**src/rtl/peridot_servo_pkg.sv**
```systemverilog
// Shared constants, state encoding and width-to-step conversion for the
// PERIDOT servo generator/capture pair.
package peridot_servo_pkg;

   localparam int UNITFREQ     = 128000;
   localparam int STEPCOUNTNUM = 2560;

   localparam logic [8:0]  MINWIDTHSTEP    = 9'd64;
   localparam logic [8:0]  CAP_GLITCHSTEP  = 9'd32;
   localparam logic [8:0]  CAP_MAXSTEP     = 9'd400;
   localparam logic [12:0] CAP_TIMEOUTSTEP = 13'd7680;

   localparam int AVS_ADDR_W = 5;
   localparam int AVS_DATA_W = 32;
   localparam int CAP_STAT_W = 10;

   typedef enum logic [1:0] {
      ST_ARM,
      ST_IDLE,
      ST_HIGH,
      ST_OVER
   } cap_state_e;

   // Step code the generator consumes: 0 = 0.5 ms, 255 = 2.49 ms.
   function automatic logic [7:0] width_to_step(input logic [8:0] width);
      logic [8:0] d;
      if (width <= MINWIDTHSTEP) return 8'd0;
      d = width - MINWIDTHSTEP;
      return (d > 9'd255) ? 8'hFF : d[7:0];
   endfunction

endpackage

```
**src/rtl/peridot_servo_capture_if.sv**
```systemverilog
// Avalon-MM slave bus for the servo capture block.
interface peridot_servo_capture_if;
   import peridot_servo_pkg::*;

   logic [AVS_ADDR_W-1:0] avs_address;
   logic                  avs_read;
   logic [AVS_DATA_W-1:0] avs_readdata;
   logic                  avs_write;
   logic [AVS_DATA_W-1:0] avs_writedata;

   modport master (
      output avs_address, avs_read, avs_write, avs_writedata,
      input  avs_readdata
   );

   modport slave (
      input  avs_address, avs_read, avs_write, avs_writedata,
      output avs_readdata
   );

endinterface

```
**src/rtl/peridot_servo_capch.sv**
```systemverilog
// One capture channel: input synchronizer, pulse FSM, width/timeout counters
// and the value/valid/new status it reports.
module peridot_servo_capch
   import peridot_servo_pkg::*;
(
   input  logic                  csi_clk,
   input  logic                  rsi_reset_n,
   input  logic                  cap_in,
   input  logic                  tick,
   input  logic                  enable,
   input  logic                  rdclr,
   output logic [CAP_STAT_W-1:0] status
);

   logic [1:0]  sync;
   logic        prev;
   cap_state_e  state;
   logic [8:0]  wcnt;
   logic [12:0] tcnt;
   logic [7:0]  value;
   logic        valid;
   logic        newf;
   logic        rise, fall, accept;

   assign rise   = sync[1] & ~prev;
   assign fall   = ~sync[1] & prev;
   assign accept = enable && (state == ST_HIGH) && fall &&
                   (wcnt >= CAP_GLITCHSTEP) && (wcnt <= CAP_MAXSTEP);
   assign status = {newf, valid, value};

   always_ff @(posedge csi_clk) begin
      if (!rsi_reset_n) begin
         sync  <= '0;
         prev  <= 1'b0;
         state <= ST_ARM;
         wcnt  <= '0;
         tcnt  <= '0;
         value <= '0;
         valid <= 1'b0;
         newf  <= 1'b0;
      end else begin
         sync <= {sync[0], cap_in};
         prev <= sync[1];

         // A fresh capture wins over a clear-on-read in the same cycle.
         if (accept)     newf <= 1'b1;
         else if (rdclr) newf <= 1'b0;

         if (!enable) begin
            state <= ST_ARM;
            wcnt  <= '0;
            tcnt  <= '0;
            valid <= 1'b0;
         end else begin
            if (tick && tcnt != '1) tcnt <= tcnt + 13'd1;
            if (tick && tcnt == CAP_TIMEOUTSTEP - 13'd1) valid <= 1'b0;

            case (state)
               ST_ARM:  if (!sync[1]) state <= ST_IDLE;
               ST_IDLE: if (rise) begin
                  wcnt  <= '0;
                  state <= ST_HIGH;
               end
               ST_HIGH: begin
                  if (tick && wcnt != '1) wcnt <= wcnt + 9'd1;
                  if (wcnt > CAP_MAXSTEP) state <= ST_OVER;
                  else if (fall)          state <= ST_IDLE;
               end
               ST_OVER: if (!sync[1]) state <= ST_IDLE;
               default: state <= ST_ARM;
            endcase

            if (accept) begin
               value <= width_to_step(wcnt);
               valid <= 1'b1;
               tcnt  <= '0;
            end
         end
      end
   end

endmodule

```
**src/rtl/peridot_servo_capture.sv**
```systemverilog
// Multi-channel RC servo pulse capture with an Avalon-MM register window;
// widths are reported in the same step code the servo generator consumes.
module peridot_servo_capture
   import peridot_servo_pkg::*;
#(
   parameter int CAP_CHANNEL = 8,
   parameter int CLOCKFREQ   = 25000000
) (
   input  logic                   csi_clk,
   input  logic                   rsi_reset_n,
   peridot_servo_capture_if.slave avs,
   input  logic [CAP_CHANNEL-1:0] cap_in
);

   localparam logic [11:0] CLOCKDIV = 12'(CLOCKFREQ / UNITFREQ - 1);

   logic [11:0]                            divider;
   logic                                   tick;
   logic                                   cap_ena;
   logic [CAP_CHANNEL-1:0][CAP_STAT_W-1:0] status;
   logic [CAP_CHANNEL-1:0]                 valid_vec;
   logic [CAP_CHANNEL-1:0]                 rd_hit;
   logic [CAP_CHANNEL-1:0]                 rdclr;
   logic [CAP_STAT_W-1:0]                  ch_rd;
   logic                                   unused_wdata;

   assign tick         = (divider == 12'd0);
   assign unused_wdata = ^avs.avs_writedata[AVS_DATA_W-1:1];

   always_ff @(posedge csi_clk) begin
      if (!rsi_reset_n) begin
         divider <= '0;
         cap_ena <= 1'b0;
      end else begin
         divider <= tick ? CLOCKDIV : divider - 12'd1;
         if (avs.avs_write && avs.avs_address == AVS_ADDR_W'(0))
            cap_ena <= avs.avs_writedata[0];
      end
   end

   for (genvar i = 0; i < CAP_CHANNEL; i++) begin : g_ch
      assign rd_hit[i]    = (avs.avs_address == AVS_ADDR_W'(i + 2));
      assign rdclr[i]     = avs.avs_read & rd_hit[i];
      assign valid_vec[i] = status[i][8];

      peridot_servo_capch u_ch (
         .csi_clk     (csi_clk),
         .rsi_reset_n (rsi_reset_n),
         .cap_in      (cap_in[i]),
         .tick        (tick),
         .enable      (cap_ena),
         .rdclr       (rdclr[i]),
         .status      (status[i])
      );
   end

   always_comb begin
      ch_rd = '0;
      for (int i = 0; i < CAP_CHANNEL; i++)
         if (rd_hit[i]) ch_rd = status[i];
   end

   // Sampled every clock, so a read sees the status from before this edge.
   always_ff @(posedge csi_clk) begin
      if (!rsi_reset_n)
         avs.avs_readdata <= '0;
      else if (avs.avs_address == AVS_ADDR_W'(0))
         avs.avs_readdata <= AVS_DATA_W'(cap_ena);
      else if (avs.avs_address == AVS_ADDR_W'(1))
         avs.avs_readdata <= AVS_DATA_W'(valid_vec);
      else
         avs.avs_readdata <= AVS_DATA_W'(ch_rd);
   end

endmodule

```
**src/flat_wrapper.sv**
```systemverilog
// flat-port wrapper written by rule: the top's interface ports become plain ports
module peridot_servo_capture_flat import peridot_servo_pkg::*;
#(
   parameter int CAP_CHANNEL = 8,
   parameter int CLOCKFREQ   = 25000000
)
  (csi_clk, rsi_reset_n, cap_in, avs_avs_address, avs_avs_read, avs_avs_write, avs_avs_writedata, avs_avs_readdata);
  peridot_servo_capture_if avs_i ();
  input  logic csi_clk;
  input  logic rsi_reset_n;
  input  logic [CAP_CHANNEL-1:0] cap_in;
  input wire logic [$bits(avs_i.avs_address)-1:0] avs_avs_address;
  input wire logic [$bits(avs_i.avs_read)-1:0] avs_avs_read;
  input wire logic [$bits(avs_i.avs_write)-1:0] avs_avs_write;
  input wire logic [$bits(avs_i.avs_writedata)-1:0] avs_avs_writedata;
  output wire logic [$bits(avs_i.avs_readdata)-1:0] avs_avs_readdata;
  assign avs_i.avs_address = avs_avs_address;
  assign avs_i.avs_read = avs_avs_read;
  assign avs_i.avs_write = avs_avs_write;
  assign avs_i.avs_writedata = avs_avs_writedata;
  assign avs_avs_readdata = avs_i.avs_readdata;
  peridot_servo_capture #(.CAP_CHANNEL(CAP_CHANNEL), .CLOCKFREQ(CLOCKFREQ)) u_core (.csi_clk(csi_clk), .rsi_reset_n(rsi_reset_n), .avs(avs_i), .cap_in(cap_in));
endmodule
```
**config.mk**
```make
export PLATFORM = sky130hd
export DESIGN_NAME = peridot_servo_capture_flat
export DESIGN_NICKNAME = d
export VERILOG_FILES = /design/src/rtl/peridot_servo_pkg.sv /design/src/rtl/peridot_servo_capture_if.sv /design/src/rtl/peridot_servo_capch.sv /design/src/rtl/peridot_servo_capture.sv /design/src/flat_wrapper.sv
export SDC_FILE = /design/constraint.sdc
export NUM_CORES = 1
export LEC_CHECK = 0
export CORE_MARGIN = 2
export CORE_UTILIZATION = 40
export CTS_BUF_LIST = sky130_fd_sc_hd__clkbuf_4
export DETAILED_ROUTE_END_ITERATION = 7
export GPL_ROUTABILITY_DRIVEN = 0
export PLACE_DENSITY_LB_ADDON = 0.2
export SLEW_MARGIN = 10
export SYNTH_ARGS = -nofsm -noshare
export SYNTH_HDL_FRONTEND = slang
export SYNTH_SLANG_ARGS = --single-unit
```
**constraint.sdc**
```tcl
create_clock -name csi_clk -period 2.2 [get_ports csi_clk]
set_input_delay 0.33 -clock csi_clk [delete_from_list [all_inputs] [get_ports csi_clk]]
set_output_delay 0.33 -clock csi_clk [all_outputs]
set_load 0.02 [all_outputs]
```
==> out/summary.txt, run 1 <==
=================================================================================================
Gate power share                                                                            17.6%
Internal portion of total power                                                          9.710 mW
Hold Path Cell Cnt                                                                              2
Post-detailed-placement half-perimeter wirelength                                        29.99 mm
Peak fanout along the critical path                                                             6
Share of total power in the clock network                                                   38.6%
Fraction of final layout cells with drive strength greater than 1                          17.28%
Antenna violations before repair                                                                1
Cell chain of the critical path                                                      inv_2, ha_4, nor3b_4, and4b_2, buf_12, a31oi_4, or4b_4, a21oi_2
Final Skew                                                                               44.12 ps
Category of the worst setup path capture point                                           register
Start of the worst register-to-register path                                         u_core.divider[0]$_SDFF_PP0_
GRT Resource Usage Total                                                                   19.43%
Leakage component of the power                                                           6.775 nW
Main synth FF type                                                                   sky130_fd_sc_hd__dfxtp_1
Pin count of the biggest net entering global routing                                           88
Leading post-synthesis cells by instance count                                       319 x sky130_fd_sc_hd__dfxtp_1, 179 x sky130_fd_sc_hd__o21ai_0, 166 x sky130_fd_sc_hd__nand2_1
WL/cell                                                                                  15.63 µm
Final critical delay including setup and external delays                                  2143 ps
Worst setup path startpoint                                                          u_core.divider[0]$_SDFF_PP0_
Via count of the routed design                                                              15200
Initial core utilization                                                                   40.50%
Post-synthesis average cell area                                                        8.264 µm²
DRC violation count after routing                                                               0
Nets@finish                                                                                  2333
Net switching fraction of the power                                                        29.25%
Critical path's largest stage delay                                                        560 ps
Worst EP required                                                                         2920 ps
Clock Pin Slew Worst Setup and Hold Paths                                                   60 ps
Max-slew violations                                                                             0
Endpoints failing hold                                                                          0
Smallest setup slack after layout                                                        57.31 ps
Number of cells produced by synthesis                                                        2001
Setup repair after global routing missed its margin                                          true
Pre-CTS worst setup slack                                                               -182.4 ps
Vias in the first global route                                                              14270
Max-cap check violation count                                                                   0
Wire length of the first global-routing pass                                             69.82 mm
Number of distinct library cell variants in the gate-level netlist after synthesis             76
Leading area contributor after synthesis                                             sky130_fd_sc_hd__dfxtp_1
Sum of buffers and inverters on the critical path                                               2
Worst vdd rail ir drop                                                                  0.3691 mV
Placed cell area                                                                        18290 µm²
Portion of the post-synthesis area used by sequential elements                             38.62%
Count of flip-flops with a built-in enable after synthesis                                      0
Synth top area cells                                                                 sky130_fd_sc_hd__dfxtp_1 39%, sky130_fd_sc_hd__ha_1 6.2%, sky130_fd_sc_hd__o21ai_0 5.4%
Post-synthesis cell area                                                                16540 µm²
Power after layout                                                                       13.73 mW
Core area                                                                               40830 µm²
Yosys warning total                                                                             0
Critical-path cell with the highest stage delay                                      sky130_fd_sc_hd__or4b_4
Final setup vio count                                                                           0
Maximum clock frequency                                                                 466.7 MHz
Run status                                                                           finished, final reports clean
Violation count after the first detailed-routing iteration                                    957
Number of clock sinks                                                                         319
Port-buffer cells                                                                              27
X dimension of the die                                                                   207.3 µm
DRT Pass-1 Iters                                                                                6
Gr ovfl total                                                                                   0
Kind of cell with the highest combined delay on the critical path                    simple AND/OR/NAND/NOR gates
Row cnt                                                                                        74
Path type of the worst min-delay path                                                   in -> reg
Height of the chip                                                                       207.3 µm
Critical path depth                                                                             8
Number of placed instances, taps included                                                    2629
Power density relative to cell area                                                  688.6 nW/µm²
Crit path arrival time                                                                    2870 ps
Leading cell type by number of instances after synthesis                             sky130_fd_sc_hd__dfxtp_1
Area share of the largest cell type after synthesis                                        38.62%
Minimum hold slack                                                                       124.5 ps
Non-filler cells, final                                                                      2803
Critical Path Source Type                                                                register
Critical Path Sink                                                                   u_core.g_ch[1].u_ch.wcnt[5]$_SDFFE_PN0P_
TritonCTS clock tree                                                                          yes
Synth-to-layout area growth                                                                20.53%
Endpoint of the worst-slack reg-to-reg timing path                                   u_core.g_ch[1].u_ch.wcnt[5]$_SDFFE_PN0P_
Category of the critical setup timing path                                             reg -> reg
Part of the power in registers                                                              43.8%
Slew headroom                                                                              57.66%
CTS Root Buffer Type                                                                 sky130_fd_sc_hd__clkbuf_4
IO Count                                                                                       81
Total net switching power                                                                4.015 mW
H-Tree Level Count                                                                              3
Post-route cell area                                                                    19930 µm²
FFs w/ async S/R, synth                                                                        0%
Number of buffers created by CTS                                                               90
Seq cells post-synth                                                                          319
Final Routed Wirelength                                                                  43.81 mm
DIE AREA                                                                                42990 µm²
Startpoint of the most critical hold path                                               cap_in[0]
Max Buffers Root-to-Sink                                                                        3
Final cycle utilization of the critical path                                               97.39%
Transition at the pin with the smallest max-transition slack                             629.3 ps
Insertion delay of the later-clocked pin in the worst-skew pair                            790 ps
Number of routed nets with antenna violations                                                   0
Avg Vias per Cell                                                                           5.423
Flop-to-flop setup slack                                                                    60 ps
Number of cells traversed by the worst register-to-register path                                8
=================================================================================================
==> flip-flops by register name, indices dropped and copies added, names as in the netlist <==
| register | flops |
|---|---|
| u_core.g_ch.u_ch.tcnt | 104 |
| u_core.cap_ena | 1 |
| u_core.g_ch.u_ch.wcnt | 72 |
| u_core.g_ch.u_ch.state | 16 |
| u_core.divider | 12 |
| u_core.avs.avs_readdata | 10 |
| u_core.g_ch.u_ch.prev | 8 |
| u_core.g_ch.u_ch.sync | 16 |
| u_core.g_ch.u_ch.valid | 8 |
| u_core.g_ch.u_ch.newf | 8 |
| u_core.g_ch.u_ch.value | 64 |
==> cells by family (layout without fill, tap and decap cells) <==
kind of cell | count (synthesis) | after routing | share of synthesized area [%]
adder cells (fa/ha/maj) | 82 | 82 | 6.204
AO/OA/AOI/OAI | 486 | 486 | 18.09
AND/OR/NAND/NOR | 806 | 806 | 25.74
other | 1 | 24 | 0.02268
multiplexers | 24 | 24 | 1.543
flip-flops | 319 | 319 | 38.62
buffers and inverters | 192 | 439 | 4.963
XOR/XNOR | 91 | 91 | 4.820
==> placed cells by master, fill, tap and decap left out, drive strengths merged, types with 20 or more instances in the layout <==
cell type and count:
conb 22, inv 87, o211ai 21, a31oi 24
ha 82, or3 22, and4 20, o31ai 21
mux2i 21, xnor2 62, or4 24, nand2 166
clkbuf 138, nand2b 30, nor4 42, nor3 45
a21oi 108, nand3 110, buf 166, xor2 29
o21ai 180, nand4 43, and2 54, dfxtp 319
nor2 163, and3 25, clkinv 22
==> worst min path at each step <==
stage | endpoint
after floorplan | u_core.g_ch[0].u_ch.sync[1]$_SDFF_PN0_
after global placement | u_core.g_ch[4].u_ch.sync[1]$_SDFF_PN0_
after detailed placement | u_core.g_ch[4].u_ch.sync[1]$_SDFF_PN0_
after CTS | u_core.g_ch[4].u_ch.sync[0]$_SDFF_PN0_
after global routing | u_core.g_ch[6].u_ch.sync[0]$_SDFF_PN0_
final | u_core.g_ch[0].u_ch.sync[0]$_SDFF_PN0_
==> what timing repair did <==
action | in CTS | in global routing
buffers inserted | 0 | 9
gates resized for setup | 11 | 84
endpoints found under the setup margin | 28 | 75
endpoints found under the hold margin | 5 | 0
cloned | 1 | 3
hold buffers | 1 | 0
pin swaps | 0 | 22
==> power groups by stage <==
stage / registers [mW] / clock network, mW / logic, mW
floorplan: 6.12 / 0 / 1.21
detailed placement: 6.13 / 0 / 1.94
CTS: 6.01 / 5.50 / 1.97
global route: 6.03 / 5.78 / 2.61
finish: 6.02 / 5.30 / 2.41
global placement: 6.13 / 0 / 1.92
==> metrics by stage <==
stage          utilization, %  TNS (ps)
5_1_grt                 48.81    -710.5
6_report                48.82         0
2_1_floorplan               -         0
4_1_cts                 47.59         0
3_3_place_gp            44.78    -830.8
3_5_place_dp            44.78     -1536
==> metal layers <==
| metal | global-route usage (%) | part of all wire [%] | vias up |
|---|---|---|---|
| met2 | 31.67 | 46 | 323 |
| met5 | 0 | 0 | - |
| met1 | 24.89 | 46 | 7131 |
| li1 | - | - | 7670 |
| met4 | 6.626 | 2.1 | 0 |
| met3 | 5.129 | 5.8 | 76 |
==> cell type report <==
| type | count | area (µm²) |
|---|---|---|
| Timing Repair Buffer | 195 | 1693 |
| Sequential cell | 319 | 6389 |
| Antenna cell | 2 | 5.005 |
| Clock buffer | 135 | 1013 |
| Clock inverter | 24 | 90.09 |
| Fill cell | 3986 | 20900 |
| Inverter | 85 | 319.1 |
| Multi-Input combinational cell | 1511 | 9758 |
| Tap cell | 532 | 665.6 |
No activity file was read; power rests on OpenSTA's default activity.
==> run 2: changes to the inputs <==
PLACE_DENSITY_LB_ADDON = 0.3   (was 0.2)
==> run 2 against run 1 <==
Net effect: sequential share of layout area up 0.45 points; critical path depth down 1; via count increased by 1.1%; worst hold slack got worse by 9.3 ps; setup slack worse by 15 ps.
==> out/summary.txt, run 2 (same netlist as run 1, synthesis figures left out) <==
==================================================================================
Run status                                                            finished, final reports clean   unchanged
Wire length of the first global-routing pass                              70.32 mm   was 69.82 mm
Transition at the pin with the smallest max-transition slack              854.1 ps   was 629.3 ps
Max Buffers Root-to-Sink                                                         3   unchanged
Vias in the first global route                                               14370   was 14270
Largest register by flop count                                        u_core.g_ch.u_ch.tcnt   unchanged
Initial core utilization                                                    40.50%   unchanged
Category of the worst setup path capture point                            register   unchanged
Leakage component of the power                                            6.548 nW   was 6.775 nW
Critical Path Source Type                                                 register   unchanged
X dimension of the die                                                    207.3 µm   unchanged
Avg Vias per Cell                                                            5.535   was 5.423
Setup TNS                                                                     0 ps   unchanged
Row cnt                                                                         74   unchanged
Post-detailed-placement half-perimeter wirelength                         29.98 mm   was 29.99 mm
Flip-flop count of the largest register, all copies and words added            104   unchanged
Antenna violations before repair                                                 1   unchanged
Final critical delay including setup and external delays                   2157 ps   was 2143 ps
Pre-CTS worst setup slack                                                -142.1 ps   was -182.4 ps
Final setup vio count                                                            0   unchanged
Worst vdd rail ir drop                                                   0.3890 mV   was 0.3691 mV
Slew headroom                                                               42.46%   was 57.66%
IO Count                                                                        81   unchanged
Minimum hold slack                                                        115.2 ps   was 124.5 ps
CTS hold repair buffers                                                          0   was 1
Largest registers                                                     u_core.g_ch.u_ch.tcnt x104, u_core.g_ch.u_ch.wcnt x72, u_core.g_ch.u_ch.value x64   unchanged
Most common cell after layout, fill and taps aside                    sky130_fd_sc_hd__dfxtp_1   unchanged
Endpoints failing hold                                                           0   unchanged
CTS Root Buffer Type                                                  sky130_fd_sc_hd__clkbuf_4   unchanged
Placed cell area                                                         18190 µm²   was 18290 µm²
Fill cell count                                                               3983   was 3986
Final cycle utilization of the critical path                                98.06%   was 97.39%
Insertion delay of the later-clocked pin in the worst-skew pair             740 ps   was 790 ps
Crit path arrival time                                                     2810 ps   was 2870 ps
Max-slew violations                                                              0   unchanged
Fraction of final layout cells with drive strength greater than 1           16.01%   was 17.28%
Peak fanout along the critical path                                              6   unchanged
Post-route cell area                                                     19650 µm²   was 19930 µm²
Number of routed nets with antenna violations                                    0   unchanged
GRT Resource Usage Total                                                    19.24%   was 19.43%
Gr ovfl total                                                                    0   unchanged
Final Routed Wirelength                                                   42.89 mm   was 43.81 mm
Number of clock sinks                                                          319   unchanged
Power after layout                                                        13.39 mW   was 13.73 mW
Smallest setup slack after layout                                         42.72 ps   was 57.31 ps
Number of buffers created by CTS                                                86   was 90
Core area                                                                40830 µm²   unchanged
Final Skew                                                                40.33 ps   was 44.12 ps
Nets@finish                                                                   2318   was 2333
Height of the chip                                                        207.3 µm   unchanged
DRT Pass-1 Iters                                                                 7   was 6
Worst EP required                                                          2850 ps   was 2920 ps
DIE AREA                                                                 42990 µm²   unchanged
Maximum clock frequency                                                  463.5 MHz   was 466.7 MHz
Via count of the routed design                                               15370   was 15200
Violation count after the first detailed-routing iteration                     961   was 957
Setup repair after global routing missed its margin                           true   unchanged
Path type of the worst min-delay path                                    in -> reg   unchanged
DRC violation count after routing                                                0   unchanged
Non-filler cells, final                                                       2776   was 2803
Pin count of the biggest net entering global routing                            54   was 88
Power density relative to cell area                                   681.2 nW/µm²   was 688.6 nW/µm²
Max-cap check violation count                                                    0   unchanged
Clock Pin Slew Worst Setup and Hold Paths                                    70 ps   was 60 ps
TritonCTS clock tree                                                           yes   unchanged
Core utilization of the finished layout                                     48.12%   was 48.82%
Port-buffer cells                                                               27   unchanged
WL/cell                                                                   15.45 µm   was 15.63 µm
Category of the critical setup timing path                              reg -> reg   unchanged
H-Tree Level Count                                                               3   unchanged
Synth-to-layout area growth                                                 18.82%   was 20.53%
Commonest cells after routing, fill and taps aside                    319 x sky130_fd_sc_hd__dfxtp_1, 179 x sky130_fd_sc_hd__o21ai_0, 163 x sky130_fd_sc_hd__nand2_1   was 317 x sky130_fd_sc_hd__dfxtp_1, 179 x sky130_fd_sc_hd__o21ai_0, 163 x sky130_fd_sc_hd__nand2_1
Number of placed instances, taps included                                     2616   was 2629
==================================================================================
[run 2: cell types whose count changed in the layout (fill, tap and decap cells not counted), sizes merged, moves of 2 or more]
cell / previous run / this run
clkdlybuf4s50: 18 / 25
dlymetal6s2s: 3 / 0
clkinv: 22 / 18
dlygate4sd2: 4 / 0
clkbuf: 138 / 126
buf: 166 / 157
inv: 87 / 85
[run 2: timing repair]
action | 4_1_cts | 5_1_grt
pin swaps | 0 | 12
setup buffers | 1 | 12
gates cloned | 0 | 2
resized for setup | 4 | 63
endpoints found under the hold margin | 0 | 0
endpoints found under the setup margin | 30 | 57
[run 2: layout make-up]
cell class              instances  area (µm²)  share of cell area (%)
multi-input cells            1512        9696                   49.34
flip-flops and latches        319        6386                   32.50
repair buffers                183        1545                   7.864
clock buffers                 125       938.4                   4.776
well taps                     532       665.6                   3.387
inverters                      85       319.1                   1.624
clock inverters                19       97.59                  0.4967
diodes                          1       2.502                 0.01273
[run 2: power breakdown]
| part | switching, mW | internal [mW] |
|---|---|---|
| sequential | 0.127 | 5.89 |
| combinational | 1.25 | 1.00 |
| clock | 2.43 | 2.69 |
[run 2: per-layer routing]
metal / wire length [µm] / global-route usage [%] / vias up
li1: - / - / 7626
met4: 1038 / 6.330 / 0
met1: 19710 / 25.61 / 7273
met5: 0 / 0 / -
met3: 2315 / 3.994 / 92
met2: 19820 / 31.09 / 374
[run 2: final timing paths]
kind                                                 start                                         to  slack, ps  depth (start not counted)
setup / recovery  u_core.g_ch[6].u_ch.wcnt[5]$_SDFFE_PN0P_   u_core.g_ch[6].u_ch.wcnt[6]$_SDFFE_PN0P_         40                          7
hold / removal                                 rsi_reset_n  u_core.g_ch[0].u_ch.value[2]$_SDFFE_PN0P_        120                          4
hold reg to reg     u_core.g_ch[1].u_ch.sync[0]$_SDFF_PN0_     u_core.g_ch[1].u_ch.sync[1]$_SDFF_PN0_        420                          1
setup reg to reg  u_core.g_ch[6].u_ch.wcnt[5]$_SDFFE_PN0P_   u_core.g_ch[6].u_ch.wcnt[6]$_SDFFE_PN0P_         40                          7
[run 2: worst max-delay path, cell delays in order (launching register included)]
cell,delay [ps]
sky130_fd_sc_hd__dfxtp_1,310
sky130_fd_sc_hd__and4_1,250
sky130_fd_sc_hd__and3_1,210
sky130_fd_sc_hd__ha_1,180
sky130_fd_sc_hd__nand2b_2,210
sky130_fd_sc_hd__o21a_4,250
sky130_fd_sc_hd__or4_1,500
sky130_fd_sc_hd__a21oi_2,160
==> run 3: changes to the inputs <==
CTS_BUF_LIST = sky130_fd_sc_hd__clkbuf_2   (was sky130_fd_sc_hd__clkbuf_4)
==> run 3 against run 2 <==
Net effect: count of clock-buffer cells in the layout fell by 2; fmax grew 1.8%; non-clock buffer count increased by 9; combinational power down 3%; critical endpoint is now u_core.g_ch[2].u_ch.wcnt[0]$_SDFFE_PN0P_.
==> out/summary.txt, run 3 (same netlist as run 1, synthesis figures left out) <==
==================================================================================
Fraction of final layout cells with drive strength greater than 1           15.51%   was 16.01%
DRC violation count after routing                                                0   unchanged
Kind of cell with the highest combined delay on the critical path     simple AND/OR/NAND/NOR gates   unchanged
Insertion delay of the later-clocked pin in the worst-skew pair             930 ps   was 740 ps
Via count of the routed design                                               15350   was 15370
Clock Pin Slew Worst Setup and Hold Paths                                    90 ps   was 70 ps
Antenna violations before repair                                                 1   unchanged
Net switching fraction of the power                                         31.02%   was 28.40%
Height of the chip                                                        207.3 µm   unchanged
Slew headroom                                                               44.46%   was 42.46%
Gr ovfl total                                                                    0   unchanged
Part of the power in registers                                               49.2%   was 44.9%
Vias in the first global route                                               14400   was 14370
H-Tree Level Count                                                               3   unchanged
Worst vdd rail ir drop                                                   0.3334 mV   was 0.3890 mV
Smallest setup slack after layout                                         81.55 ps   was 42.72 ps
Nets@finish                                                                   2326   was 2318
Worst EP required                                                          3050 ps   was 2850 ps
TritonCTS clock tree                                                           yes   unchanged
Violation count after the first detailed-routing iteration                    1017   was 961
Core utilization of the finished layout                                     47.38%   was 48.12%
Gate power share                                                             17.8%   was 16.8%
Minimum hold slack                                                        188.0 ps   was 115.2 ps
IO Count                                                                        81   unchanged
Core area                                                                40830 µm²   unchanged
Sum of buffers and inverters on the critical path                                2   was 0
Category of the worst setup path capture point                            register   unchanged
Post-detailed-placement half-perimeter wirelength                         29.98 mm   unchanged
Startpoint of the most critical hold path                             avs_avs_write   was rsi_reset_n
Pin count of the biggest net entering global routing                            54   unchanged
WL/cell                                                                   15.39 µm   was 15.45 µm
Most common cell after layout, fill and taps aside                    sky130_fd_sc_hd__dfxtp_1   unchanged
Power density relative to cell area                                   631.8 nW/µm²   was 681.2 nW/µm²
Setup repair after global routing missed its margin                           true   unchanged
Setup TNS                                                                     0 ps   unchanged
Endpoint of the worst-slack reg-to-reg timing path                    u_core.g_ch[2].u_ch.wcnt[0]$_SDFFE_PN0P_   was u_core.g_ch[6].u_ch.wcnt[6]$_SDFFE_PN0P_
Number of routed nets with antenna violations                                    0   unchanged
Max Buffers Root-to-Sink                                                         3   unchanged
Start of the worst register-to-register path                          u_core.divider[0]$_SDFF_PP0_   was u_core.g_ch[6].u_ch.wcnt[5]$_SDFFE_PN0P_
Crit path arrival time                                                     2970 ps   was 2810 ps
Run status                                                            finished, final reports clean   unchanged
Share of total power in the clock network                                    32.9%   was 38.3%
Number of clock sinks                                                          319   unchanged
Final critical delay including setup and external delays                   2118 ps   was 2157 ps
X dimension of the die                                                    207.3 µm   unchanged
Endpoints failing hold                                                           0   unchanged
Critical path's largest stage delay                                         560 ps   was 500 ps
Final setup vio count                                                            0   unchanged
Flip-flop count of the largest register, all copies and words added            104   unchanged
Largest register by flop count                                        u_core.g_ch.u_ch.tcnt   unchanged
Cell chain of the critical path                                       inv_2, ha_4, nor3b_4, nand4b_4, buf_12, or4b_1, mux2_2, nor2_1   was and4_1, and3_1, ha_1, nand2b_2, o21a_4, or4_1, a21oi_2
Initial core utilization                                                    40.50%   unchanged
Row cnt                                                                         74   unchanged
Final cycle utilization of the critical path                                96.29%   was 98.06%
Final Routed Wirelength                                                   42.82 mm   was 42.89 mm
Transition at the pin with the smallest max-transition slack              824.4 ps   was 854.1 ps
Wire length of the first global-routing pass                              70.37 mm   was 70.32 mm
Maximum clock frequency                                                  472.0 MHz   was 463.5 MHz
Flop-to-flop setup slack                                                     80 ps   was 40 ps
Critical-path cell with the highest stage delay                       sky130_fd_sc_hd__or4b_1   was sky130_fd_sc_hd__or4_1
Fill cell count                                                               4034   was 3983
DRT Pass-1 Iters                                                                 5   was 7
GRT Resource Usage Total                                                    19.26%   was 19.24%
CTS Root Buffer Type                                                  sky130_fd_sc_hd__clkbuf_2   was sky130_fd_sc_hd__clkbuf_4
Largest registers                                                     u_core.g_ch.u_ch.tcnt x104, u_core.g_ch.u_ch.wcnt x72, u_core.g_ch.u_ch.value x64   unchanged
Commonest cells after routing, fill and taps aside                    316 x sky130_fd_sc_hd__dfxtp_1, 179 x sky130_fd_sc_hd__o21ai_0, 164 x sky130_fd_sc_hd__nand2_1   was 319 x sky130_fd_sc_hd__dfxtp_1, 179 x sky130_fd_sc_hd__o21ai_0, 163 x sky130_fd_sc_hd__nand2_1
Critical Path Source Type                                                 register   unchanged
Max-cap check violation count                                                    0   unchanged
Hold Path Cell Cnt                                                               5   was 4
Port-buffer cells                                                               27   unchanged
Leakage component of the power                                            6.559 nW   was 6.548 nW
Avg Vias per Cell                                                            5.515   was 5.535
Min-Delay Endpoint                                                    u_core.cap_ena$_SDFFE_PN0P_   was u_core.g_ch[0].u_ch.value[2]$_SDFFE_PN0P_
Internal portion of total power                                           8.431 mW   was 9.584 mW
Peak fanout along the critical path                                             14   was 6
Category of the critical setup timing path                              reg -> reg   unchanged
Total net switching power                                                 3.792 mW   was 3.802 mW
Final Skew                                                                49.13 ps   was 40.33 ps
Number of cells traversed by the worst register-to-register path                 8   was 7
Number of buffers created by CTS                                                86   unchanged
Synth-to-layout area growth                                                 16.99%   was 18.82%
Path type of the worst min-delay path                                    in -> reg   unchanged
Max-slew violations                                                              0   unchanged
DIE AREA                                                                 42990 µm²   unchanged
Pre-CTS worst setup slack                                                -142.1 ps   unchanged
==================================================================================
-- run 3: changes by cell type in the layout (fill, tap and decap cells not counted), moves of 2 or more --
cell | previous run | this run
sky130_fd_sc_hd__clkbuf_4 | 125 | 0
sky130_fd_sc_hd__clkbuf_2 | 0 | 123
sky130_fd_sc_hd__dlygate4sd3_1 | 0 | 11
sky130_fd_sc_hd__clkdlybuf4s50_1 | 25 | 15
sky130_fd_sc_hd__dlygate4sd2_1 | 0 | 10
sky130_fd_sc_hd__nor4_1 | 27 | 35
sky130_fd_sc_hd__nor4_2 | 14 | 6
sky130_fd_sc_hd__dfxtp_1 | 319 | 316
sky130_fd_sc_hd__dfxtp_2 | 0 | 3
sky130_fd_sc_hd__buf_4 | 146 | 144
sky130_fd_sc_hd__or4_1 | 22 | 20
sky130_fd_sc_hd__or4_4 | 2 | 4
sky130_fd_sc_hd__or4b_4 | 3 | 1
-- run 3: per-layer routing --
metal	vias to the layer above	routed length (µm)	track usage, %
met3	78	2203	3.964
li1	7631	-	-
met4	0	969	6.478
met1	7259	19670	25.60
met5	-	0	0
met2	381	19990	31.13
-- run 3: power groups by stage --
stage	logic [mW]	registers (mW)	clock network, mW
detailed placement	1.97	6.14	0
CTS	2.05	6.01	4.20
global route	2.37	6.04	4.48
finish	2.18	6.02	4.03
global placement	1.94	6.13	0
floorplan	1.21	6.12	0
-- run 3: timing repair --
item                                   CTS  global route
pin swaps                                1             7
hold buffers                            11             0
resized for setup                       20            51
cloned                                   0             1
endpoints found under the hold margin   49             0
setup buffers                            2             9
setup endpoints to repair               42            58
-- run 3: area by class of cell --
type / instances / area, µm² / share of cell area (%)
diodes: 1 / 2.502 / 0.01293
clock buffers: 123 / 615.6 / 3.182
clock inverters: 20 / 101.3 / 0.5238
inverters: 85 / 319.1 / 1.649
multi-input cells: 1511 / 9643 / 49.84
flip-flops and latches: 319 / 6390 / 33.03
well taps: 532 / 665.6 / 3.440
repair buffers: 192 / 1610 / 8.323
-- run 3: metrics by stage --
stage	area [µm²]	std cells	power, mW
after CTS	19060	2772	12.25
after detailed placement	18190	2616	8.102
after global routing	19350	2783	12.88
after global placement	18190	2616	8.072
final	19350	2783	12.22
after floorplan	16620	2022	7.330
-- run 3: how the worst max path moves through the flow --
stage | to | from | slack (ps) | cells past startpoint
2_1_floorplan | u_core.g_ch[2].u_ch.wcnt[7]$_SDFFE_PN0P_ | u_core.g_ch[2].u_ch.wcnt[0]$_SDFFE_PN0P_ | 80 | 9
3_3_place_gp | u_core.avs.avs_readdata[5]$_SDFF_PP0_ | avs_avs_address[4] | -110 | 6
3_5_place_dp | u_core.avs.avs_readdata[5]$_SDFF_PP0_ | avs_avs_address[4] | -140 | 6
4_1_cts | u_core.g_ch[3].u_ch.wcnt[3]$_SDFFE_PN0P_ | u_core.g_ch[3].u_ch.wcnt[0]$_SDFFE_PN0P_ | 10 | 10
5_1_grt | u_core.g_ch[1].u_ch.tcnt[7]$_SDFFE_PP0P_ | u_core.divider[0]$_SDFF_PP0_ | -40 | 9
6_report | u_core.g_ch[2].u_ch.wcnt[0]$_SDFFE_PN0P_ | u_core.divider[0]$_SDFF_PP0_ | 80 | 8
-- run 3: worst reg2reg max path: stages (launching register included) --
cell,delay [ps]
sky130_fd_sc_hd__dfxtp_2,340
sky130_fd_sc_hd__inv_2,80
sky130_fd_sc_hd__ha_4,120
sky130_fd_sc_hd__nor3b_4,240
sky130_fd_sc_hd__nand4b_4,160
sky130_fd_sc_hd__buf_12,190
sky130_fd_sc_hd__or4b_1,570
sky130_fd_sc_hd__mux2_2,290
sky130_fd_sc_hd__nor2_1,90
